`config.mk`:
```
export PLATFORM = sky130hd
export DESIGN_NAME = branch_resolve_predict
export DESIGN_NICKNAME = d
export VERILOG_FILES = /design/src/rtl/branch_resolve_predict.sv
export SDC_FILE = /design/constraint.sdc
export NUM_CORES = 1
export LEC_CHECK = 0
export CORE_ASPECT_RATIO = 1.4
export CORE_MARGIN = 2
export CORE_UTILIZATION = 45
export DETAILED_ROUTE_END_ITERATION = 10
export PLACE_DENSITY = 0.79
export SKIP_LAST_GASP = 1
export SYNTH_ARGS = -nofsm -noshare
export SYNTH_HDL_FRONTEND = slang
export SYNTH_SLANG_ARGS = --single-unit
export TNS_END_PERCENT = 30
```
`constraint.sdc`:
```
create_clock -name clk -period 6.4 [get_ports clk]
set_clock_uncertainty 0.1 [all_clocks]
set_input_delay 0.64 -clock clk [delete_from_list [all_inputs] [get_ports clk]]
set_output_delay 0.64 -clock clk [all_outputs]
set_load 0.02 [all_outputs]
```
`src/rtl/branch_resolve_predict.sv`:
```
// Bimodal (2-bit counter) branch predictor with execute-stage resolution of RV32I branches and jumps.
// Define BRANCH_STATS_EN to add saturating branch/mispredict counters cleared by stats_clr.
module branch_resolve_predict #(
    parameter int unsigned XLEN         = 32,
    parameter int unsigned BHT_ENTRIES  = 64,
    parameter logic [1:0]  COUNTER_INIT = 2'b01
) (
    input  logic            clk,
    input  logic            reset,
    input  logic [XLEN-1:0] pc_f,
    output logic            pred_taken_f,
    input  logic            resolve_valid,
    input  logic [XLEN-1:0] pc_e,
    input  logic [XLEN-1:0] target_e,
    input  logic            branch_e,
    input  logic            jump_e,
    input  logic [2:0]      funct3_e,
    input  logic            zero_flag,
    input  logic            less_than_flag,
    input  logic            unsign_less_than_flag,
    input  logic            pred_taken_e,
    output logic            actual_taken,
    output logic            mispredict,
    output logic [XLEN-1:0] redirect_pc,
    output logic            illegal_branch
`ifdef BRANCH_STATS_EN
    ,
    input  logic            stats_clr,
    output logic [31:0]     branch_count,
    output logic [31:0]     mispredict_count
`endif
);

    localparam int unsigned IDX = $clog2(BHT_ENTRIES);

    logic [1:0]     bht [BHT_ENTRIES];
    logic [IDX-1:0] idx_f;
    logic [IDX-1:0] idx_e;
    logic           cond_taken;
    logic           cond_legal;
    logic           train;
    logic           unused_pc_bits;

    assign idx_f = pc_f[IDX+1:2];
    assign idx_e = pc_e[IDX+1:2];
    assign unused_pc_bits = ^{pc_f[1:0], pc_f[XLEN-1:IDX+2], pc_e[1:0], pc_e[XLEN-1:IDX+2]};

    assign pred_taken_f = bht[idx_f][1];

    always_comb begin
        cond_taken = 1'b0;
        cond_legal = 1'b1;
        case (funct3_e)
            3'b000:  cond_taken = zero_flag;
            3'b001:  cond_taken = ~zero_flag;
            3'b100:  cond_taken = less_than_flag;
            3'b101:  cond_taken = ~less_than_flag;
            3'b110:  cond_taken = unsign_less_than_flag;
            3'b111:  cond_taken = ~unsign_less_than_flag;
            default: cond_legal = 1'b0;
        endcase
    end

    // Jumps win over branches; a reserved funct3 is only flagged when no jump is present.
    always_comb begin
        actual_taken   = 1'b0;
        illegal_branch = 1'b0;
        if (resolve_valid) begin
            if (jump_e) begin
                actual_taken = 1'b1;
            end else if (branch_e) begin
                actual_taken   = cond_legal & cond_taken;
                illegal_branch = ~cond_legal;
            end
        end
    end

    assign mispredict  = resolve_valid & (branch_e | jump_e) & ~illegal_branch
                         & (actual_taken != pred_taken_e);
    assign redirect_pc = actual_taken ? target_e : pc_e + XLEN'(4);
    assign train       = resolve_valid & branch_e & ~jump_e & cond_legal;

    always_ff @(posedge clk or posedge reset) begin
        if (reset) begin
            for (int unsigned i = 0; i < BHT_ENTRIES; i++) begin
                bht[i] <= COUNTER_INIT;
            end
        end else if (train) begin
            if (cond_taken && bht[idx_e] != 2'b11) begin
                bht[idx_e] <= bht[idx_e] + 2'd1;
            end else if (!cond_taken && bht[idx_e] != 2'b00) begin
                bht[idx_e] <= bht[idx_e] - 2'd1;
            end
        end
    end

`ifdef BRANCH_STATS_EN
    always_ff @(posedge clk or posedge reset) begin
        if (reset) begin
            branch_count     <= '0;
            mispredict_count <= '0;
        end else if (stats_clr) begin
            branch_count     <= '0;
            mispredict_count <= '0;
        end else begin
            if (resolve_valid && (branch_e || jump_e) && branch_count != '1) begin
                branch_count <= branch_count + 32'd1;
            end
            if (mispredict && mispredict_count != '1) begin
                mispredict_count <= mispredict_count + 32'd1;
            end
        end
    end
`endif

endmodule

```
==> results of run 1 <==
==> logic make-up after synthesis <==
group                      Yosys count  synth area share
DFF                                128             0.403
adders and majority gates            3           0.00461
and+or+nand+nor                    235             0.157
xor gates and xnor gates            31            0.0333
AOI/OAI and AO/OA                  100            0.0794
buffers and inverters               65            0.0330
muxes                              188             0.290
==> report_power, final <==
group / leakage (nW) / internal (mW) / switching, mW / total, mW
sequential: 1.55 / 0.845 / 0.0214 / 0.866
combinational: 2.29 / 0.183 / 0.259 / 0.442
clock: 0.280 / 0.591 / 0.359 / 0.950
total: 4.12 / 1.62 / 0.639 / 2.26
==> critical path, cell delays in order <==
cell,delay [ns]
sky130_fd_sc_hd__buf_2,0.64
sky130_fd_sc_hd__nor2b_1,0.52
sky130_fd_sc_hd__a221oi_1,0.18
sky130_fd_sc_hd__o21ai_0,0.23
sky130_fd_sc_hd__o21ai_0,0.22
sky130_fd_sc_hd__a21o_1,0.50
sky130_fd_sc_hd__or3_1,0.46
sky130_fd_sc_hd__ha_1,0.24
sky130_fd_sc_hd__nand4b_1,0.20
sky130_fd_sc_hd__mux2i_1,0.84
sky130_fd_sc_hd__nand2_1,0.25
sky130_fd_sc_hd__mux2_2,0.32
==> cells in the final DEF (no fill, tap or decap), types with 4 or more instances in the layout <==
cell,synthesis,layout
sky130_fd_sc_hd__nor3_1,7,6
sky130_fd_sc_hd__a22oi_1,11,11
sky130_fd_sc_hd__a221oi_1,7,7
sky130_fd_sc_hd__nor2b_1,12,12
sky130_fd_sc_hd__nor2_1,63,63
sky130_fd_sc_hd__clkbuf_16,0,17
sky130_fd_sc_hd__mux4_2,24,24
sky130_fd_sc_hd__nand3_1,37,37
sky130_fd_sc_hd__inv_1,7,6
sky130_fd_sc_hd__xnor2_1,13,12
sky130_fd_sc_hd__clkinv_2,0,4
sky130_fd_sc_hd__o22ai_1,4,4
sky130_fd_sc_hd__dfstp_2,64,64
sky130_fd_sc_hd__dfrtp_1,64,64
sky130_fd_sc_hd__nand2_1,28,28
sky130_fd_sc_hd__and3_1,12,12
sky130_fd_sc_hd__o21ai_0,12,12
sky130_fd_sc_hd__and4_1,4,4
sky130_fd_sc_hd__a21oi_1,37,37
sky130_fd_sc_hd__mux2_1,6,6
sky130_fd_sc_hd__mux2_2,134,134
sky130_fd_sc_hd__nand3b_1,6,6
sky130_fd_sc_hd__or4_1,5,5
sky130_fd_sc_hd__mux2i_1,23,22
sky130_fd_sc_hd__nor4_1,10,9
sky130_fd_sc_hd__nand2b_1,6,6
sky130_fd_sc_hd__or4_4,4,4
sky130_fd_sc_hd__clkdlybuf4s50_1,0,114
sky130_fd_sc_hd__and2_1,5,5
sky130_fd_sc_hd__nand4_1,20,20
sky130_fd_sc_hd__xor2_1,18,18
sky130_fd_sc_hd__buf_4,0,16
==> final timing paths <==
path	end	startpoint	cells after the start	slack, ns
max	bht[105]$_DFFE_PP0P_	pc_e[4]	12	1.33
min	bht[97]$_DFFE_PP0P_	bht[97]$_DFFE_PP0P_	1	0.43
max reg2reg	bht[105]$_DFFE_PP0P_	register	11	2.00
min reg2reg	bht[97]$_DFFE_PP0P_	bht[97]$_DFFE_PP0P_	1	0.43
max in group asynchronous	bht[21]$_DFFE_PP0P_	reset	3	4.29
min in group asynchronous	bht[119]$_DFFE_PP0P_	reset	2	0.71
==> layer usage <==
metal / vias up / track usage / share of wire
met5: - / 0 / 0
met4: 0 / 0.187 / 0.076
met3: 128 / 0.0622 / 0.091
met2: 452 / 0.430 / 0.47
met1: 3351 / 0.287 / 0.36
li1: 2996 / - / -
==> per-stage QoR <==
step                      power, mW  cell area (um^2)  hold slack (ns)   util
after CTS                      2.25             10100            0.430  0.565
after global placement         1.31              9520            0.405  0.533
after detailed placement       1.31              9520            0.419  0.533
after floorplan                1.12              8150            0.376      -
final                          2.26             10100            0.435  0.565
after global routing           2.32             10100            0.452  0.565
==> area by class of cell <==
type / count / area (um^2) / share of cell area
clock buffer: 22 / 464 / 0.0460
clock inverter: 10 / 113 / 0.0112
inverter: 7 / 28.8 / 0.00285
multi-input combinational: 557 / 4630 / 0.459
sequential: 128 / 3280 / 0.325
tap: 240 / 300 / 0.0297
timing repair buffer: 133 / 1280 / 0.126
==> results.md, run 1 <==
- completed — run status
- 197 MHz — Peak Freq
- in -> reg — category of the critical setup timing path
- 0 ns — final sum of negative setup slack
- 4.12 nW — leakage power total
- reg -> reg — class of the tightest hold or removal check
- 1.13 ns — slew at the pin closest to its max-slew limit
- 224 mW/mm^2 — pwr dens
- 6952 — vias in the first global route
- 0 — remaining global-route overflow
- 0.456 — Initial Util
- 81 — maximum number of pins on one net before global-route repair
- 1097 — number of cells in the finished layout apart from fillers
- 0 — ANT cells
- 144 — I/O pins
- 0 — yosys synthesis warning count
- built — CTS tree
- 5.07 ns — fin crit period
- 2 — buffer depth of the longest clock path
- 955 — Final nets
- 17100 um — half-perimeter wire length of the detailed placement result
- 23.9% — post-synthesis to final-layout area growth
- 6.31 — via density per instance
- sky130_fd_sc_hd__clkbuf_16 — buffer cell driving the clock tree root
- sky130_fd_sc_hd__mux2_2 — cell with the most instances after synthesis
- 750 — cell count after synthesis
- 0.403 — sequential share of the synthesized area
- 0.241 — worst-case headroom to the max-slew limit
- 0 — CTS Hold Bufs
- sky130_fd_sc_hd__dfstp_2 — cell type with the largest total area after synthesis
- 128 — post-synthesis register bit count
- 0.257 — GRT Overall Usage
- 1.33 ns — min setup slack post-route
- 24500 um — drt total wl
- 0.793 — Final period util
- 0 — post-CTS setup buffers
- 0.06 ns — clock edge transition at the registers on the reported setup and hold paths
- 0 — hold violation count in the final report
- 7 — first-pass detailed-route iteration total
- 58 — number of core rows
- 160 uV — peak supply drop
- 128 — total number of clock tree sinks
- false — unrepaired setup endpoints after global routing
- sky130_fd_sc_hd__dfstp_2 — Main synth FF type
- input port — element type at the critical path start
- 0.0179 mm^2 — floorplan core area
- 61 — Unique masters post-synth
- 0 — detailed-route DRC error count
- 0 — antenna violations before repair
- 0 — max-slew violation count
- 861 — synthesized netlist net count
- 1.00 — async set-or-reset flop fraction in the synthesized netlist
- sky130_fd_sc_hd__dfstp_2 (21%), sky130_fd_sc_hd__dfrtp_1 (20%), sky130_fd_sc_hd__mux2_2 (19%) — largest cells by area after synthesis
- 1065 — number of placed instances with taps included
- 36 — peak fanout along the critical path
- sky130_fd_sc_hd__mux2_2 (134), sky130_fd_sc_hd__dfrtp_1 (64), sky130_fd_sc_hd__dfstp_2 (64) — list of most frequent post-synthesis cells
- 17 — Inserted Clock Buffers
- 22.4 um — average wire per cell in the routed design
- 0.923 — final RePlAce weighted congestion
- 0 — total of endpoints with negative setup slack in the final report
- register — Crit. End Element
- 6927 — DR vias
- 571 — First DRT Iteration DRCs
- 0.00815 mm^2 — Mapped Area
- 1.10 ns — pre-CTS worst setup slack
- 0 — antenna-violating nets left
- 0.334 — share of cells above drive strength 1
- 118 um — horizontal die dimension
- 0 — count of flip-flops with a built-in enable after synthesis
- 4 — H-tree levels
- 6.61 ns — Required @ worst endpoint
- 0.0192 mm^2 — die area
- 1486 — Filler Cells Inserted
- 10.9 um^2 — synthesized area divided by synthesized cell count
- 38200 um — wire length of the first global-routing pass
- 0 — max-cap viol count
- 117 — Buffers on Ports
- 0.206 — portion of synthesized cell area occupied by the leading cell type
- 5.29 ns — CP arrival
- 0.43 ns — Clk Latency, worst-skew pair
- 163 um — vertical extent of the die
- 0 — post-CTS resize count
(Power assumes the default switching activity.)
==> run 2, diff against run 1 <==
Clock period 6.4 ns to 4.8 ns, I/O delays scaled along.
==> results.md, run 2 (synthesized netlist as in run 1, its figures left out) <==
- completed — run status
- 0 — ANT cells, unchanged
- 7073 — DR vias, +2.1%
- 0.987 ns — slew at the pin closest to its max-slew limit, -0.148 ns
- 6.28 — via density per instance, -0.52%
- 4.28 nW — leakage power total, +3.9%
- 0.656 ns — min setup slack post-route, -0.671 ns
- in -> reg — category of the critical setup timing path
- 163 um — vertical extent of the die, unchanged
- 0 — max-cap viol count, unchanged
- 117 — Buffers on Ports, unchanged
- 118 um — horizontal die dimension, unchanged
- 12 — number of cells on the worst reg-to-reg path, +1
- 2.17 mW — internal power consumption, +34%
- 17 — Inserted Clock Buffers, unchanged
- 0.962 — final RePlAce weighted congestion, +4.2%
- 0.0179 mm^2 — floorplan core area, unchanged
- 1094 — number of placed instances with taps included, +2.7%
- 1462 — Filler Cells Inserted, -1.6%
- 0.338 — worst-case headroom to the max-slew limit, +0.0974
- 4.14 ns — fin crit period
- 241 MHz — Peak Freq
- sky130_fd_sc_hd__mux2_2 (134), sky130_fd_sc_hd__clkdlybuf4s50_1 (114), sky130_fd_sc_hd__dfstp_2 (64), sky130_fd_sc_hd__dfrtp_1 (64), sky130_fd_sc_hd__nor2_1 (63) — highest-count cells in the layout ignoring fill and taps
- 0 — detailed-route DRC error count, unchanged
- 5.01 ns — Required @ worst endpoint, -1.60 ns
- 0.456 — Initial Util, unchanged
- 0.412 — part of the power in the clock network, -0.009
- 0 — post-CTS resize count, unchanged
- 647 — First DRT Iteration DRCs, +13%
- 4.35 ns — CP arrival, -0.94 ns
- 0.281 — sw frac, -0.00169
- bht[49]$_DFFE_PP0P_ — Critical Path Sink
- 0.863 — Final period util
- 1.05 ns — FF-to-FF setup slack, -0.95 ns
- 6 — first-pass detailed-route iteration total, -1
- 0.382 — Seq pwr share, -0.002
- 204 uV — peak supply drop, +28%
- input port — element type at the critical path start
- 69 — maximum number of pins on one net before global-route repair, -15%
- 0.06 ns — clock edge transition at the registers on the reported setup and hold paths, about the same
- 0.428 ns — worst hold slack across all endpoints, -0.00719 ns
- sky130_fd_sc_hd__clkbuf_16 — buffer cell driving the clock tree root
- 1126 — number of cells in the finished layout apart from fillers, +2.6%
- 0 — antenna violations before repair, unchanged
- bht[49]$_DFFE_PP0P_ — destination of the worst register-to-register timing path
- register — Crit. End Element
- false — unrepaired setup endpoints after global routing
- sky130_fd_sc_hd__mux2_2 — most common cell after layout, fill and taps aside
- 0.0192 mm^2 — die area, unchanged
- 18000 um — half-perimeter wire length of the detailed placement result, +5.0%
- 292 mW/mm^2 — pwr dens, +31%
- 2 — buffer depth of the longest clock path, unchanged
- 24 — peak fanout along the critical path, -33%
- 0 — remaining global-route overflow, unchanged
- 984 — Final nets, +3.0%
- 0.206 — power share of the combinational group, +0.010
- pc_e[6] — Setup crit start
- 144 — I/O pins, unchanged
- 4 — H-tree levels, unchanged
- 0 — hold violation count in the final report, unchanged
- 0 — max-slew violation count, unchanged
- 128 — total number of clock tree sinks, unchanged
- 0.399 ns — pre-CTS worst setup slack, -0.696 ns
- 0.260 — GRT Overall Usage, +0.00292
- built — CTS tree
- 0.42 ns — Clk Latency, worst-skew pair, about the same
- 0.354 — share of cells above drive strength 1, +0.0207
- 0 — CTS Hold Bufs, unchanged
- 0 ns — final sum of negative setup slack, unchanged
- 38500 um — wire length of the first global-routing pass, +0.90%
- 0 — total of endpoints with negative setup slack in the final report, unchanged
- reg -> reg — class of the tightest hold or removal check
- 0 — post-CTS setup buffers, unchanged
- 58 — number of core rows, unchanged
- 22.1 um — average wire per cell in the routed design, -1.4%
- 7182 — vias in the first global route, +3.3%
- 0.851 mW — sw power, +33%
- 24800 um — drt total wl, +1.2%
- 27.1% — post-synthesis to final-layout area growth
- 0 — antenna-violating nets left, unchanged
-- run 2: power by group through the flow --
stage / logic [mW] / registers, mW / clock network [mW]
2_1_floorplan: 0.340 / 1.16 / 0
3_3_place_gp: 0.604 / 1.17 / 0
3_5_place_dp: 0.612 / 1.17 / 0
4_1_cts: 0.618 / 1.15 / 1.25
5_1_grt: 0.658 / 1.16 / 1.30
6_report: 0.622 / 1.16 / 1.25
-- run 2: cell type report --
cell class / instances / area [um^2] / share of cell area
clock buffer: 22 / 454 / 0.0439
tap: 240 / 300 / 0.0290
inverter: 7 / 28.8 / 0.00278
clock inverter: 10 / 114 / 0.0110
multi-input combinational: 557 / 4630 / 0.447
sequential: 128 / 3280 / 0.317
timing repair buffer: 162 / 1540 / 0.149
-- run 2: critical path, stage by stage --
cell                              delay [ns]
sky130_fd_sc_hd__clkdlybuf4s50_1        0.65
sky130_fd_sc_hd__nand3b_1               0.36
sky130_fd_sc_hd__a221oi_1               0.25
sky130_fd_sc_hd__o21ai_0                0.26
sky130_fd_sc_hd__o21ai_0                0.19
sky130_fd_sc_hd__a21o_1                 0.18
sky130_fd_sc_hd__buf_4                  0.30
sky130_fd_sc_hd__nor3_1                 0.09
sky130_fd_sc_hd__ha_1                   0.26
sky130_fd_sc_hd__mux2_4                 0.39
sky130_fd_sc_hd__nor4b_1                0.40
sky130_fd_sc_hd__buf_4                  0.21
sky130_fd_sc_hd__mux2_2                 0.33
-- run 2: metal layers --
metal	global-route usage	wire length, um	vias up
met5	0	0	-
met1	0.282	8530	3408
met2	0.441	11900	484
met3	0.0597	2490	125
met4	0.201	1890	0
li1	-	-	3056
-- run 2: how the worst min path moves through the flow --
stage	from	endpoint	cells past startpoint
2_1_floorplan	bht[87]$_DFFE_PP0P_	bht[87]$_DFFE_PP0P_	1
3_3_place_gp	bht[113]$_DFFE_PP0P_	bht[113]$_DFFE_PP0P_	1
3_5_place_dp	bht[71]$_DFFE_PP0P_	bht[71]$_DFFE_PP0P_	1
4_1_cts	bht[117]$_DFFE_PP0P_	bht[117]$_DFFE_PP0P_	1
5_1_grt	bht[37]$_DFFE_PP0P_	bht[37]$_DFFE_PP0P_	1
6_report	bht[117]$_DFFE_PP0P_	bht[117]$_DFFE_PP0P_	1
-- run 2: per-stage QoR --
stage	util	cell area, um^2	total power, mW
CTS	0.580	10400	3.03
floorplan	-	8150	1.50
global placement	0.548	9790	1.77
global route	0.580	10400	3.12
finish	0.580	10400	3.02
detailed placement	0.548	9790	1.78
